**config.mk**
```make
export PLATFORM = sky130hd
export DESIGN_NAME = tdc_ctrl
export DESIGN_NICKNAME = d
export VERILOG_FILES = /design/src/rtl/tdc_pkg.sv /design/src/rtl/tdc_edge_dec.sv /design/src/rtl/tdc_ctrl.sv
export SDC_FILE = /design/constraint.sdc
export NUM_CORES = 1
export LEC_CHECK = 0
export BUFFER_PORTS_ARGS = -buffer_cell sky130_fd_sc_hd__clkbuf_2
export CAP_MARGIN = 25
export CORE_ASPECT_RATIO = 1.25
export CORE_MARGIN = 5
export CORE_UTILIZATION = 64
export CTS_CLUSTER_DIAMETER = 40
export DETAILED_ROUTE_END_ITERATION = 8
export PLACE_DENSITY = 0.95
export SLEW_MARGIN = 25
export SYNTH_ARGS = -nofsm -noshare
export SYNTH_HDL_FRONTEND = slang
export SYNTH_HIERARCHICAL = 1
export SYNTH_SLANG_ARGS = --single-unit
```
**constraint.sdc**
```tcl
create_clock -name clk -period 14.4 [get_ports clk]
set_input_delay 0.72 -clock clk [delete_from_list [all_inputs] [get_ports clk]]
set_output_delay 0.72 -clock clk [all_outputs]
set_load 0.005 [all_outputs]
```
**src/rtl/tdc_pkg.sv**
```systemverilog
// -----------------------------------------------------------------------------
// tdc_pkg
// Shared types and helpers for the TDC controller:
//   tdc_state_e  : controller FSM states
//   tdc_pw()     : width of a tap index / period word for an N-tap line
//   find_edge()  : lowest tap index i >= 1 where the sampled code steps
//                  0->1 (rising) or 1->0 (falling); -1 when there is none
// -----------------------------------------------------------------------------
package tdc_pkg;

    typedef enum logic [1:0] {
        ST_IDLE   = 2'd0,
        ST_WARMUP = 2'd1,
        ST_CAL    = 2'd2,
        ST_RUN    = 2'd3
    } tdc_state_e;

    // Widest delay line the edge finder can scan.
    localparam int TDC_MAX = 256;

    function automatic int tdc_pw(input int n);
        return $clog2(n) + 1;
    endfunction

    // Only taps below n take part; the code is zero-extended to TDC_MAX.
    function automatic int find_edge(input logic [TDC_MAX-1:0] q,
                                     input int                 n,
                                     input logic               rising);
        int pos;
        pos = -1;
        for (int i = 1; i < TDC_MAX; i++) begin
            if (pos < 0 && i < n && q[i-1] == !rising && q[i] == rising) begin
                pos = i;
            end
        end
        return pos;
    endfunction

endpackage

```
**src/rtl/tdc_edge_dec.sv**
```systemverilog
// -----------------------------------------------------------------------------
// tdc_edge_dec
// Combinational thermometer-edge decoder, placed between the code register
// and the decode register of tdc_ctrl.
// Ports:
//   q          in  TDC_N  registered delay-line code, bit i is tap i
//   rise_pos   out PW     lowest tap with q[i-1]=0, q[i]=1 (0 if none)
//   fall_pos   out PW     lowest tap with q[i-1]=1, q[i]=0 (0 if none)
//   rise_found out 1      a rising step exists
//   fall_found out 1      a falling step exists
// -----------------------------------------------------------------------------
module tdc_edge_dec
    import tdc_pkg::*;
#(
    parameter int TDC_N = 64,
    parameter int PW    = tdc_pw(TDC_N)
) (
    input  logic [TDC_N-1:0] q,
    output logic [PW-1:0]    rise_pos,
    output logic [PW-1:0]    fall_pos,
    output logic             rise_found,
    output logic             fall_found
);

    logic [TDC_MAX-1:0] q_ext;
    int                 rise_idx;
    int                 fall_idx;

    always_comb begin
        q_ext            = '0;
        q_ext[TDC_N-1:0] = q;
        rise_idx         = find_edge(q_ext, TDC_N, 1'b1);
        fall_idx         = find_edge(q_ext, TDC_N, 1'b0);
        rise_found       = (rise_idx > 0);
        fall_found       = (fall_idx > 0);
        rise_pos         = rise_found ? PW'(rise_idx) : '0;
        fall_pos         = fall_found ? PW'(fall_idx) : '0;
    end

endmodule

```
**src/rtl/tdc_ctrl.sv**
```systemverilog
// -----------------------------------------------------------------------------
// tdc_ctrl
// Sequencer and decoder for the ADPLL time-to-digital converter. Enables the
// delay line, waits WARMUP cycles, calibrates the DCO period in taps by
// averaging 2*|fall-rise| over 2^AVG_LOG2 good samples, then turns each
// reference-cycle snapshot into a fractional phase word.
// Ports:
//   clk        in  1      reference clock, rising edge
//   rst_n      in  1      asynchronous active-low reset
//   en         in  1      level request to run the TDC
//   cal_start  in  1      one-cycle recalibration request
//   tdc_q      in  TDC_N  sampled delay-line code
//   tdc_en     out 1      delay-line enable (all states but IDLE)
//   busy       out 1      WARMUP or CAL in progress
//   cal_done   out 1      pulse when period_avg is updated
//   period_avg out PW     averaged DCO period in taps
//   rise_pos   out PW     decoded rising-edge tap
//   fall_pos   out PW     decoded falling-edge tap
//   phase_out  out PW     fractional phase, 0..period_avg-1
//   valid      out 1      outputs belong to a RUN sample
//   err_noedge out 1      sample had no edge (qualified by valid)
// Pipeline: code register (p0) -> decode register (p1) -> outputs.
// -----------------------------------------------------------------------------
module tdc_ctrl
    import tdc_pkg::*;
#(
    parameter int TDC_N       = 64,
    parameter int AVG_LOG2    = 3,
    parameter int WARMUP      = 8,
    parameter int PERIOD_INIT = 2*TDC_N-2,
    localparam int PW         = tdc_pw(TDC_N)
) (
    input  logic             clk,
    input  logic             rst_n,
    input  logic             en,
    input  logic             cal_start,
    input  logic [TDC_N-1:0] tdc_q,
    output logic             tdc_en,
    output logic             busy,
    output logic             cal_done,
    output logic [PW-1:0]    period_avg,
    output logic [PW-1:0]    rise_pos,
    output logic [PW-1:0]    fall_pos,
    output logic [PW-1:0]    phase_out,
    output logic             valid,
    output logic             err_noedge
);

    localparam int ACC_W = PW + AVG_LOG2;
    localparam int WC_W  = (WARMUP > 1) ? $clog2(WARMUP + 1) : 1;
    localparam int CC_W  = AVG_LOG2 + 1;

    localparam logic [WC_W-1:0] WARM_LAST  = WC_W'(WARMUP - 1);
    localparam logic [CC_W-1:0] CAL_LAST   = CC_W'((1 << AVG_LOG2) - 1);
    localparam logic [PW-1:0]   PERIOD_RST = PW'(PERIOD_INIT);

    // Fold a fall-referenced phase back into 0..period-1.
    function automatic logic [PW-1:0] wrap_phase(input logic [PW-1:0] fall,
                                                 input logic [PW-1:0] period);
        logic [PW:0] sum;
        sum = {1'b0, fall} + {1'b0, (period >> 1)};
        if (sum >= {1'b0, period}) begin
            sum = sum - {1'b0, period};
        end
        return sum[PW-1:0];
    endfunction

    // Two edge spacings form one full DCO period.
    function automatic logic [PW:0] twice_span(input logic [PW-1:0] a,
                                               input logic [PW-1:0] b);
        logic [PW-1:0] d;
        d = (a > b) ? (a - b) : (b - a);
        return {d, 1'b0};
    endfunction

    tdc_state_e        state;
    tdc_state_e        next_state;
    logic [WC_W-1:0]   warm_cnt;
    logic              cal_pend;
    logic [CC_W-1:0]   cal_cnt;
    logic [ACC_W-1:0]  acc;
    logic [ACC_W-1:0]  acc_next;
    logic              cal_sample;
    logic              cal_complete;
    logic              out_load;

    logic [TDC_N-1:0]  q_p0;
    logic              vld_p0;
    logic              cal_p0;

    logic [PW-1:0]     rise_dec;
    logic [PW-1:0]     fall_dec;
    logic              rise_fnd;
    logic              fall_fnd;

    logic [PW-1:0]     rise_p1;
    logic [PW-1:0]     fall_p1;
    logic              rise_fnd_p1;
    logic              fall_fnd_p1;
    logic              vld_p1;

    assign tdc_en = (state != ST_IDLE);
    assign busy   = (state == ST_WARMUP) || (state == ST_CAL);

    // A CAL sample counts only if it was captured in CAL and has both edges.
    assign cal_sample   = (state == ST_CAL) && cal_p0 && rise_fnd && fall_fnd;
    assign acc_next     = acc + ACC_W'(twice_span(fall_dec, rise_dec));
    assign cal_complete = cal_sample && en && (cal_cnt == CAL_LAST);
    assign out_load     = vld_p1 && (state == ST_RUN);

    always_comb begin
        next_state = state;
        case (state)
            ST_IDLE: begin
                if (en) next_state = ST_WARMUP;
            end
            ST_WARMUP: begin
                if (warm_cnt == WARM_LAST) begin
                    next_state = (cal_pend || cal_start) ? ST_CAL : ST_RUN;
                end
            end
            ST_CAL: begin
                if (cal_complete) next_state = ST_RUN;
            end
            ST_RUN: begin
                if (cal_start) next_state = ST_CAL;
            end
            default: next_state = ST_IDLE;
        endcase
        // Dropping en wins everywhere and aborts a calibration in progress.
        if (!en) next_state = ST_IDLE;
    end

    // Control state and sequencing
    always_ff @(posedge clk or negedge rst_n) begin
        if (!rst_n) begin
            state      <= ST_IDLE;
            warm_cnt   <= '0;
            cal_pend   <= 1'b1;
            cal_cnt    <= '0;
            period_avg <= PERIOD_RST;
            cal_done   <= 1'b0;
        end else begin
            state    <= next_state;
            warm_cnt <= (state == ST_WARMUP) ? warm_cnt + WC_W'(1) : '0;
            if (cal_complete) begin
                cal_pend <= 1'b0;
            end else if (cal_start && state != ST_CAL) begin
                cal_pend <= 1'b1;
            end
            if (state != ST_CAL) begin
                cal_cnt <= '0;
            end else if (cal_sample) begin
                cal_cnt <= cal_cnt + CC_W'(1);
            end
            if (cal_complete) begin
                period_avg <= acc_next[ACC_W-1:AVG_LOG2];
            end
            cal_done <= cal_complete;
        end
    end

    // Accumulator restarts on every entry into CAL.
    always_ff @(posedge clk) begin
        if (state != ST_CAL) begin
            acc <= '0;
        end else if (cal_sample) begin
            acc <= acc_next;
        end
    end

    // Stage p0: capture the delay-line code
    always_ff @(posedge clk) begin
        q_p0 <= tdc_q;
    end

    tdc_edge_dec #(
        .TDC_N (TDC_N),
        .PW    (PW)
    ) u_dec (
        .q          (q_p0),
        .rise_pos   (rise_dec),
        .fall_pos   (fall_dec),
        .rise_found (rise_fnd),
        .fall_found (fall_fnd)
    );

    // Stage p1: register the decoded edges
    always_ff @(posedge clk) begin
        rise_p1     <= rise_dec;
        fall_p1     <= fall_dec;
        rise_fnd_p1 <= rise_fnd;
        fall_fnd_p1 <= fall_fnd;
    end

    // Sample tags; anything in flight when RUN is left is dropped.
    always_ff @(posedge clk or negedge rst_n) begin
        if (!rst_n) begin
            vld_p0 <= 1'b0;
            cal_p0 <= 1'b0;
            vld_p1 <= 1'b0;
        end else begin
            vld_p0 <= (state == ST_RUN);
            cal_p0 <= (state == ST_CAL);
            vld_p1 <= vld_p0 && (state == ST_RUN);
        end
    end

    // Output stage: phase word
    always_ff @(posedge clk or negedge rst_n) begin
        if (!rst_n) begin
            valid      <= 1'b0;
            err_noedge <= 1'b0;
            rise_pos   <= '0;
            fall_pos   <= '0;
            phase_out  <= '0;
        end else begin
            valid <= out_load;
            if (out_load) begin
                rise_pos   <= rise_p1;
                fall_pos   <= fall_p1;
                err_noedge <= !rise_fnd_p1 && !fall_fnd_p1;
                if (rise_fnd_p1) begin
                    phase_out <= rise_p1;
                end else if (fall_fnd_p1) begin
                    phase_out <= wrap_phase(fall_p1, period_avg);
                end
            end else begin
                err_noedge <= 1'b0;
            end
        end
    end

endmodule

```
Word-level counts from Yosys, hierarchy flattened
Index checks and enable logic that the tools add are counted.
{ "word_totals": {"register_bits": 135, "input_bits": 68, "out_inout_bits": 33, "wordCells": 642} }
{ "classes": {"addsub": 7, "magnitude_cmp": 128, "n_eq_ne": 9, "mux": 144, "bitwise_logic": 64, "reduce_logical": 270} }
{ "op_table": {"columns": ["cell", "count"], "rows": [
  ["32-bit 2-to-1 mux", 126],
  ["32-bit by 1-bit less-than comparator with 1-bit output (second input constant)", 124],
  ["1-bit logical AND", 259],
  ["32-bit by 1-bit > comparator with 1-bit output (second input constant)", 2],
  ["1-bit inverter", 64],
  ["7-bit 2-to-1 mux", 6],
  ["7-bit subtractor", 3],
  ["4-bit 2-to-1 mux", 3],
  ["10-bit by 8-bit adder with 10-bit output", 1],
  ["4-bit by 1-bit adder with 4-bit output (second input constant)", 2],
  ["7-bit by 6-bit adder with 8-bit output", 1],
  ["4-bit by 3-bit == test with 1-bit output (second input constant)", 2],
  ["8-bit by 7-bit greater-or-equal comparator with 1-bit output", 1],
  ["2-bit 2-to-1 mux", 4],
  ["2-bit case mux with 4 select lines", 1],
  ["2-bit nonzero test", 4],
  ["7-bit > comparator", 1],
  ["3-bit != test (second input constant)", 2],
  ["2-bit == test (second input constant)", 2],
  ["1-bit 2-to-1 mux", 4],
  ["3-bit by 2-bit != test with 1-bit output (second input constant)", 1],
  ["3-bit AND reduction", 1],
  ["2-bit by 1-bit == test with 1-bit output (second input constant)", 1],
  ["1-bit logical NOT", 2],
  ["other kinds (4)", 5]
]} }

Depth between registers and ports, before layout
Gate-level depths: netlist (run 1).
{ "logic_depth": {"depth_word": 259, "ltp_mapped": 27, "ltp_nobuf": 23} }

Hierarchy
Netlist (run 1), hierarchy kept.
{ "modules_own_cells": {"columns": ["module", "n_inst", "cells_each", "area_per_inst_um2"], "rows": [
  ["tdc_ctrl", 1, 452, 5228.8],
  ["tdc_edge_dec", 1, 610, 3622.2]
]} }

Worst setup path after synthesis (run 1)
OpenSTA, ideal clock, no wires.
{ "synth_path": {"kind": "reg2reg", "start": "register q_p0[2]", "end": "register acc[7]", "setup_ps": 123, "arrival_ps": 5011, "t_required_ps": 14277, "setup_slack_ps": 9266, "stages_incl_launch_ff": 26, "path_cell_list": "dfxtp_1 buf_2 nor2b_1 a2111oi_2 and3b_1 buf_4 nand4_4 buf_4 nor3_1 a221oi_1 nand4_1 nor3_1 inv_1 ha_1 and4_1 nand4_1 nand3_1 o21ai_2 mux2_2 fa_1 a21o_1 a21oi_1 o21bai_1 a21oi_1 xor2_1 o21ai_0"} }
{ "synth_via": {"word_cells_on_any_way": 504} }
{ "synth_rtl": {"columns": ["element", "line", "source"], "rows": [
  ["from (decl)", "tdc_ctrl.sv:87", "logic [TDC_N-1:0] q_p0;"],
  ["from (signal assigned)", "tdc_ctrl.sv:174", "q_p0 <= tdc_q;"],
  ["1-bit logical AND", "tdc_pkg.sv:32", "if (pos < 0 && i < n && q[i-1] == !rising && q[i] == rising) begin"],
  ["32-bit 2-to-1 mux", "tdc_pkg.sv:32", null],
  ["32-bit by 1-bit less-than comparator with 1-bit output", "tdc_pkg.sv:32", null],
  ["1-bit logical AND (2 in a row)", "tdc_pkg.sv:32", null],
  ["32-bit 2-to-1 mux (*)", "tdc_pkg.sv:32", null],
  ["32-bit by 1-bit less-than comparator with 1-bit output", "tdc_pkg.sv:32", null],
  ["1-bit logical AND (2 in a row)", "tdc_pkg.sv:32", null],
  ["32-bit 2-to-1 mux (*)", "tdc_pkg.sv:32", null],
  ["[... 233 more ...]", null, null],
  ["1-bit logical AND (2 in a row)", "tdc_pkg.sv:32", null],
  ["32-bit 2-to-1 mux (*)", "tdc_pkg.sv:32", null],
  ["32-bit by 1-bit > comparator with 1-bit output", "tdc_edge_dec.sv:34", "rise_found = (rise_idx > 0);"],
  ["7-bit 2-to-1 mux (*)", "tdc_edge_dec.sv:36", "rise_pos = rise_found ? PW'(rise_idx) : '0;"],
  ["via rise_dec[1]", "tdc_ctrl.sv:91", "logic [PW-1:0] rise_dec;"],
  ["7-bit subtractor / 7-bit > comparator (equally long branches)", "tdc_ctrl.sv:72", "d = (a > b) ? (a - b) : (b - a);"],
  ["7-bit 2-to-1 mux (*)", "tdc_ctrl.sv:72", null],
  ["10-bit by 8-bit adder with 10-bit output (*)", "tdc_ctrl.sv:107", "assign acc_next = acc + ACC_W'(twice_span(fall_dec, rise_dec));"],
  ["to (signal assigned)", "tdc_ctrl.sv:168", "acc <= acc_next;"],
  ["to (decl)", "tdc_ctrl.sv:81", "logic [ACC_W-1:0] acc;"]
]} }
Mark *: on every way through the listed nets, which the timed path passes. The rest lies on a longest branch.
A chain may end at the register's enable or synchronous reset.

Final worst setup path (run 1)
{ "layout_path": {"start": "register q_p0[9]", "end": "register acc[7]"} }
{ "layout_via": {"word_cells_on_any_way": 448} }
{ "layout_rtl": {"columns": ["element", "line"], "rows": [
  ["1-bit logical AND", "tdc_pkg.sv:32"],
  ["32-bit 2-to-1 mux", "tdc_pkg.sv:32"],
  ["32-bit by 1-bit less-than comparator with 1-bit output", "tdc_pkg.sv:32"],
  ["1-bit logical AND (2 in a row)", "tdc_pkg.sv:32"],
  ["32-bit 2-to-1 mux (*)", "tdc_pkg.sv:32"],
  ["32-bit by 1-bit less-than comparator with 1-bit output", "tdc_pkg.sv:32"],
  ["1-bit logical AND (2 in a row)", "tdc_pkg.sv:32"],
  ["32-bit 2-to-1 mux (*)", "tdc_pkg.sv:32"],
  ["[... 205 more ...]", null],
  ["1-bit logical AND (2 in a row)", "tdc_pkg.sv:32"],
  ["32-bit 2-to-1 mux (*)", "tdc_pkg.sv:32"],
  ["32-bit by 1-bit > comparator with 1-bit output", "tdc_edge_dec.sv:34"],
  ["7-bit 2-to-1 mux (*)", "tdc_edge_dec.sv:36"],
  ["via rise_dec[1]", "tdc_ctrl.sv:91"],
  ["7-bit subtractor / 7-bit > comparator (equally long branches)", "tdc_ctrl.sv:72"],
  ["7-bit 2-to-1 mux (*)", "tdc_ctrl.sv:72"],
  ["10-bit by 8-bit adder with 10-bit output (*)", "tdc_ctrl.sv:107"]
]} }
Marks and branches as above.

==> results of run 1 <==
-- flip-flops by register name (all words and copies together) (netlist names), 2 cells and up --
register / cells
phase_out: 7
warm_cnt: 4
rise_p1: 7
acc: 9
rise_pos: 7
q_p0: 64
cal_cnt: 4
state: 2
fall_pos: 7
period_avg: 7
fall_p1: 7
-- metrics by stage --
step / utilization [%] / hold slack (ps)
after floorplan: - / 409.9
after global routing: 72.57 / 362.5
after CTS: 72.51 / 335.7
after global placement: 68.19 / 436.6
after detailed placement: 68.21 / 453.2
final: 72.57 / 325.6
-- placed cells by master, fill, tap and decap left out, types with 12 or more instances in the layout --
master,count
dfrtp_1,38
nor4_1,13
a21oi_1,71
a21o_1,12
ha_1,40
inv_1,69
o21ai_0,70
nor3_1,27
clkbuf_16,17
nand4_1,20
nand2b_1,40
and2_1,13
dfxtp_1,89
clkbuf_2,99
mux2_2,16
nand3b_1,13
nand2_1,89
nor2_1,78
nand3_1,39
xnor2_1,16
nor2b_1,35
-- routing by layer --
layer  GRT usage, %  vias to the layer above
li1               -                     3998
met1          34.09                     3973
met3          7.722                      123
met2          55.27                      477
met4          19.28                        0
met5              0                        -
-- synth_stat cells (6+ instances only) --
cell      count
dfrtp_1      38
nand2b_1     40
a211oi_1     11
nor3b_1       6
and2_1       13
a31oi_1      11
nand4_1      20
nand3b_1     13
a221oi_1     11
ha_1         40
o21ai_0      70
a21boi_0      7
xnor2_1      16
mux2i_1      10
buf_4         7
dfstp_2       7
nand3_1      39
o31ai_1       7
a21oi_1      71
o32ai_1       6
xor2_1       10
o21bai_1     11
o22ai_1       7
buf_2        14
nand2_1      89
clkbuf_1     20
nor2b_1      35
o211ai_1      8
nor3_1       27
a21o_1       12
nor4_1       13
nor2_1       78
dfxtp_1      89
mux2_2       16
inv_1        69
-- power by group through the flow --
stage          logic [mW]  registers, mW  clock network [mW]
2_1_floorplan       0.181          0.416                   0
3_3_place_gp        0.224          0.430                   0
3_5_place_dp        0.234          0.431                   0
4_1_cts             0.237          0.424               0.437
5_1_grt             0.264          0.429               0.455
6_report            0.242          0.425               0.431
-- layout make-up --
| cell class | count | area [um^2] |
|---|---|---|
| tap | 175 | 219.0 |
| timing repair buffer | 101 | 510.5 |
| inverter | 70 | 262.8 |
| fill | 1045 | 3756 |
| multi-input combinational | 812 | 5440 |
| clock inverter | 13 | 145.1 |
| clock buffer | 19 | 442.9 |
| sequential | 134 | 2917 |
-- kinds of logic (layout without fill, tap and decap cells) --
group	count (synthesis)	in the layout
and+or+nand+nor	418	418
muxes	27	27
AOI/OAI and AO/OA	294	294
buffers and inverters	117	203
other	1	2
DFF	134	134
adders and majority gates	45	45
xor gates and xnor gates	26	26
-- worst max-delay path by stage --
| stage | depth (start not counted) | slack [ps] | endpoint |
|---|---|---|---|
| floorplan | 25 | 9270 | acc[7] |
| detailed placement | 21 | 8330 | acc[7] |
| global placement | 21 | 8520 | acc[7] |
| global route | 21 | 7830 | period_avg[5] |
| finish | 22 | 8160 | acc[7] |
| CTS | 21 | 8300 | acc[7] |
==> results_dict.tcl, run 1 <==
set metrics [dict create \
    root_buffer "clkbuf_16" \
    finalClockSkew_ps 9.011 \
    crit_family "compound AO/OA/AOI/OAI gates" \
    finalWorstSetupSlack_ps 8164 \
    wl_met3_mm 1.896 \
    rsz0062_at_grt "false" \
    grt_start_max_net_pins 46 \
    ys.flop_type "dfxtp_1" \
    rows 48 \
    cts_resized 0 \
    reg2reg_from "q_p0[9]" \
    cts.htree.levels 4 \
    comb_power_share_pct 22.0 \
    outcome "finished clean" \
    synthTopCellsByArea "dfxtp_1, dfrtp_1, ha_1" \
    required_ps 14710 \
    via_per_inst 6.474 \
    grt_util_all_layers_pct 31.69 \
    timing.final.crit_period_ps 6236 \
    holdBufCountCts 0 \
    crit_start "q_p0[9]" \
    r2r-end "acc[7]" \
    crit_type "flip-flop to flip-flop" \
    p_int_uw 754.2 \
    finalPower_mw 1.098 \
    met2_length_mm 12.89 \
    critPathSlowestCell "nor3_1" \
    core_area_mm2 0.01369 \
    yosysSeqAreaShare_pct 32.95 \
    place_area_mm2 0.009340 \
    synth-seq-cells 134 \
    fin_crit_sh_pct 43.31 \
    ff2ff_path_depth 22 \
    overflow 0 \
    grt_antenna_before_repair 0 \
    fin_cells 1324 \
    cts_buffers 17 \
    rrSetupSlack_ps 8160 \
    final_hold_viol_count 0 \
    p_sw_uw 343.5 \
    m1WireLength_mm 9.260 \
    drt_iter0_markers 895 \
    grt_pass1_vias 8304 \
    leakage_nw 4.368 \
    postSynthCellCount 1062 \
    synth_top_family_by_area "simple AND/OR/NAND/NOR gates" \
    clock.fmax_ghz 0.1603 \
    worst-path-buf-inv 1 \
    ctsLongestPathBuffers 2 \
    chipHeight_um 141.5 \
    dp.cells 1292 \
    swShare_pct 31.29 \
    areaGrowthSynthToFinish_pct 12.27 \
    die-area_mm2 0.01630 \
    cts_tree "yes" \
    synth-compound-area-share_pct 22.66 \
    hp-class "input pin to async pin" \
    syn_avg_cell_area_um2 8.334 \
    peakVddDrop_uv 93.44 \
    cp-end-kind "flip-flop" \
    ys_async_sr_fraction_pct 33.58 \
    cts_setup_buffers 0 \
    yosysUniqueCellTypes 101 \
    vias 8571 \
    io_pins 101 \
    yosysTopAreaCell "dfxtp_1" \
    clkPwrFrac_pct 39.2 \
    cts_sinks 134 \
    path_clk_slew_ps 60 \
    worstMarginPinSlew_ps 860.4 \
    drive_gt1_share_pct 16.71 \
    synth_fa_ha_area_share_pct 6.785 \
    yosys_warnings 6 \
    num_antenna_cells 0 \
    worst-path-max-fanout 13 \
    nets 1249 \
    post-place-ws_ps 8332 \
    place.gp.congestion 1.073 \
    highest_layer "met4" \
    slowest_delay_ps 590 \
    drt-total-wl_mm 25.73 \
    syn_area_mm2 0.008851 \
    grt_pass1_wl_mm 40.61 \
    wl_per_cell_um 19.44 \
    synth_top_area_share_pct 20.13 \
    start_util_pct 64.64 \
    drc_errors 0 \
    seq_power_share_pct 38.7 \
    clock_latency_ps 420 \
    ant_nets 0 \
    dr.pass1.iters 7 \
    tns_ps 0 \
    design_area_mm2 0.009937 \
    setup_viol 0 \
    crit_path_start_kind "flip-flop" \
    muxShareOfSynthArea_pct 3.336 \
    port-buffer-count 100 \
    finalMaxSlewViolations 0 \
    max-slew-margin-rel_pct 42.11 \
    power_density_mw_per_mm2 110.5 \
    die_x_um 115.2 \
    synth_edf_count 0 \
    crit_arrival_ps 6550 \
    synth-xor-area-share_pct 2.573 \
    hpwl_mm 19.60 \
    crit_chain "nor3_1 -> o21bai_1 -> a32o_1 -> nand4_4 -> nor3b_1 -> a221oi_1 -> nand4_1 -> nor3_1 -> inv_1 -> ha_1 -> and4_1 -> nand4_1 -> nand3_1 -> o21ai_2 -> mux2_2 -> fa_1 -> a21o_1 -> a21oi_1 -> o21bai_1 -> a21oi_1 -> xor2_1 -> o21ai_0" \
    synth_simple_gate_area_share_pct 25.93 \
    maxCapViolations 0 \
]
Note: power is estimated with default switching activity, not from simulation.
==> run 2: changes to the inputs <==
--- a/config.mk
+++ b/config.mk
@@ -9,10 +9,10 @@
 export CAP_MARGIN = 25
 export CORE_ASPECT_RATIO = 1.25
 export CORE_MARGIN = 5
-export CORE_UTILIZATION = 64
+export CORE_UTILIZATION = 60
 export CTS_CLUSTER_DIAMETER = 40
 export DETAILED_ROUTE_END_ITERATION = 8
-export PLACE_DENSITY = 0.95
+export PLACE_DENSITY = 0.92
 export SLEW_MARGIN = 25
 export SYNTH_ARGS = -nofsm -noshare
 export SYNTH_HDL_FRONTEND = slang
==> constraint.sdc (replaced) <==
create_clock -name clk -period 5.75 [get_ports clk]
set_input_delay 0.2875 -clock clk [delete_from_list [all_inputs] [get_ports clk]]
set_output_delay 0.2875 -clock clk [all_outputs]
set_load 0.005 [all_outputs]
==> run 2 against run 1 <==
Sequential share of layout area decreased by 3.2 points; the flow now finishes with violations (DRC); non-clock buffer count increased by 109; global-route usage increased by 0.72 points; highest routed layer unchanged; hold slack got worse by 250 ps.
==> results_dict.tcl, run 2 (synthesis results as in run 1) <==
set metrics [dict create \
    min_delay_path_depth 3 \
    via_per_inst 6.562 \
    crit_start "q_p0[45]" \
    nets 1359 \
    drt_iter0_markers 1163 \
    grt_antenna_before_repair 0 \
    swShare_pct 32.53 \
    grt_pass1_vias 8794 \
    die_x_um 118.6 \
    max-slew-margin-rel_pct 54.21 \
    grt_util_all_layers_pct 32.41 \
    hpwl_mm 20.61 \
    finalMaxSlewViolations 0 \
    grt_pass1_wl_mm 45.21 \
    required_ps 6060 \
    violations "DRC" \
    cts_buffers 17 \
    power_density_mw_per_mm2 256.2 \
    setup_viol 0 \
    clkPwrFrac_pct 38.6 \
    comb_power_share_pct 24.3 \
    worst-path-max-fanout 15 \
    maxCapViolations 0 \
    crit_arrival_ps 6020 \
    clock.fmax_ghz 0.1750 \
    layout_common_cells "clkbuf_2, nand2_1, nor2_1, dfxtp_1, inv_1" \
    cts_tree "yes" \
    p_int_mw 1.944 \
    finalWorstSetupSlack_ps 34.57 \
    drt-total-wl_mm 29.79 \
    leakage_nw 4.946 \
    finalClockSkew_ps 8.475 \
    outcome "finished with violations" \
    mostFrequentLayoutCell "clkbuf_2" \
    ant_nets 0 \
    ff2ff_path_depth 23 \
    core_area_mm2 0.01447 \
    place.gp.congestion 1.049 \
    nFillCells 962 \
    cts.htree.levels 4 \
    timing.final.crit_period_ps 5715 \
    chipHeight_um 145.8 \
    drc_errors 4 \
    cp-end-kind "flip-flop" \
    num_antenna_cells 0 \
    final_hold_viol_count 0 \
    cts_sinks 134 \
    path_clk_slew_ps 70 \
    worstMarginPinSlew_ps 669.5 \
    rows 49 \
    peakVddDrop_uv 183.6 \
    largest_reg_flops 64 \
    clock_latency_ps 430 \
    areaGrowthSynthToFinish_pct 27.01 \
    hold_start "en" \
    p_sw_uw 937.0 \
    overflow 0 \
    reg2reg_from "q_p0[45]" \
    wl_per_cell_um 20.73 \
    ctsLongestPathBuffers 2 \
    seq_power_share_pct 37.1 \
    start_util_pct 61.17 \
    hp-class "input pin to flip-flop" \
    die-area_mm2 0.01730 \
    reg_top3 "q_p0 (64), acc (9)" \
    grt_start_max_net_pins 46 \
    root_buffer "clkbuf_16" \
    io_pins 101 \
    drive_gt1_share_pct 23.03 \
    crit_path_start_kind "flip-flop" \
    port-buffer-count 100 \
    fin_crit_sh_pct 99.40 \
    utilization_pct 77.70 \
    top_register "q_p0" \
    dr.pass1.iters 9 \
    vias 9430 \
    crit_type "flip-flop to flip-flop" \
    post-place-ws_ps -155.6 \
]
-- run 2: cell count changes in the layout (fill, tap and decap cells not counted), moves of 4 or more --
cell / before / now
dfxtp_2: 0 / 17
nor4_1: 13 / 6
dlygate4sd3_1: 0 / 65
buf_4: 1 / 45
nor4_2: 0 / 5
nor2b_1: 35 / 31
dfxtp_1: 89 / 70
-- run 2: area by class of cell --
class	count	area (um^2)	area share [%]
clock buffer	18	429.2	3.817
clock inverter	14	163.9	1.458
inverter	70	262.8	2.337
multi-input combinational	813	5727	50.94
sequential	134	2945	26.20
tap	178	222.7	1.981
timing repair buffer	210	1491	13.27
-- run 2: per-layer routing --
layer / global-route usage [%] / wire length [um] / vias up
met3: 6.610 / 2229 / 212
met1: 35.53 / 10580 / 4373
met5: 0 / 0 / -
met2: 57.64 / 14510 / 609
li1: - / - / 4236
met4: 18.72 / 2473 / 0
-- run 2: worst paths after layout --
path / end / slack, ps
worst max register to register: acc[9] / 30
worst min register to register: acc[1] / 460
max in group asynchronous: phase_out[0] / 4890
worst min-delay path: state[0] / 70
worst max-delay path: acc[9] / 30
min in group asynchronous: warm_cnt[1] / 430
-- run 2: power groups by stage --
stage	logic, mW	clock network (mW)	registers, mW
after floorplan	0.453	0	1.04
final	0.701	1.11	1.07
after global placement	0.575	0	1.08
after global routing	0.762	1.16	1.08
after CTS	0.645	1.11	1.06
after detailed placement	0.596	0	1.08
-- run 2: critical path, stage by stage, from the launching register on --
cell	delay (ps)
dfxtp_1	640
nand3_1	200
o31ai_1	130
o2bb2ai_1	260
o2111ai_4	290
nor3_4	380
nand2_1	100
o211ai_1	330
nor4_2	70
buf_4	150
ha_1	390
and4_1	250
nand4_1	200
o21ai_0	250
o21ai_4	150
buf_4	180
mux2i_1	170
xor2_1	180
ha_1	280
or2_2	340
a21oi_2	180
a211oi_1	100
xnor2_1	280
nor2_1	80
-- run 2: timing repair --
action                     CTS  global route
hold buffers                65             0
setup buffers                1            17
hold endpoints to repair   102             0
pin swaps                    1            12
setup endpoints to repair   10            12
cloned                       0             1
resized for setup            6            69
-- run 2: stage by stage --
stage	TNS [ps]	power (mW)	hold WS (ps)	cell area, um^2	instances
2_1_floorplan	0	1.494	-8.091	8855	1063
3_3_place_gp	0	1.651	389.4	9537	1321
3_5_place_dp	-712.9	1.675	363.8	9539	1321
4_1_cts	0	2.812	67.78	10820	1419
5_1_grt	-1054	3.000	77.45	11240	1437
6_report	0	2.881	71.59	11240	1437
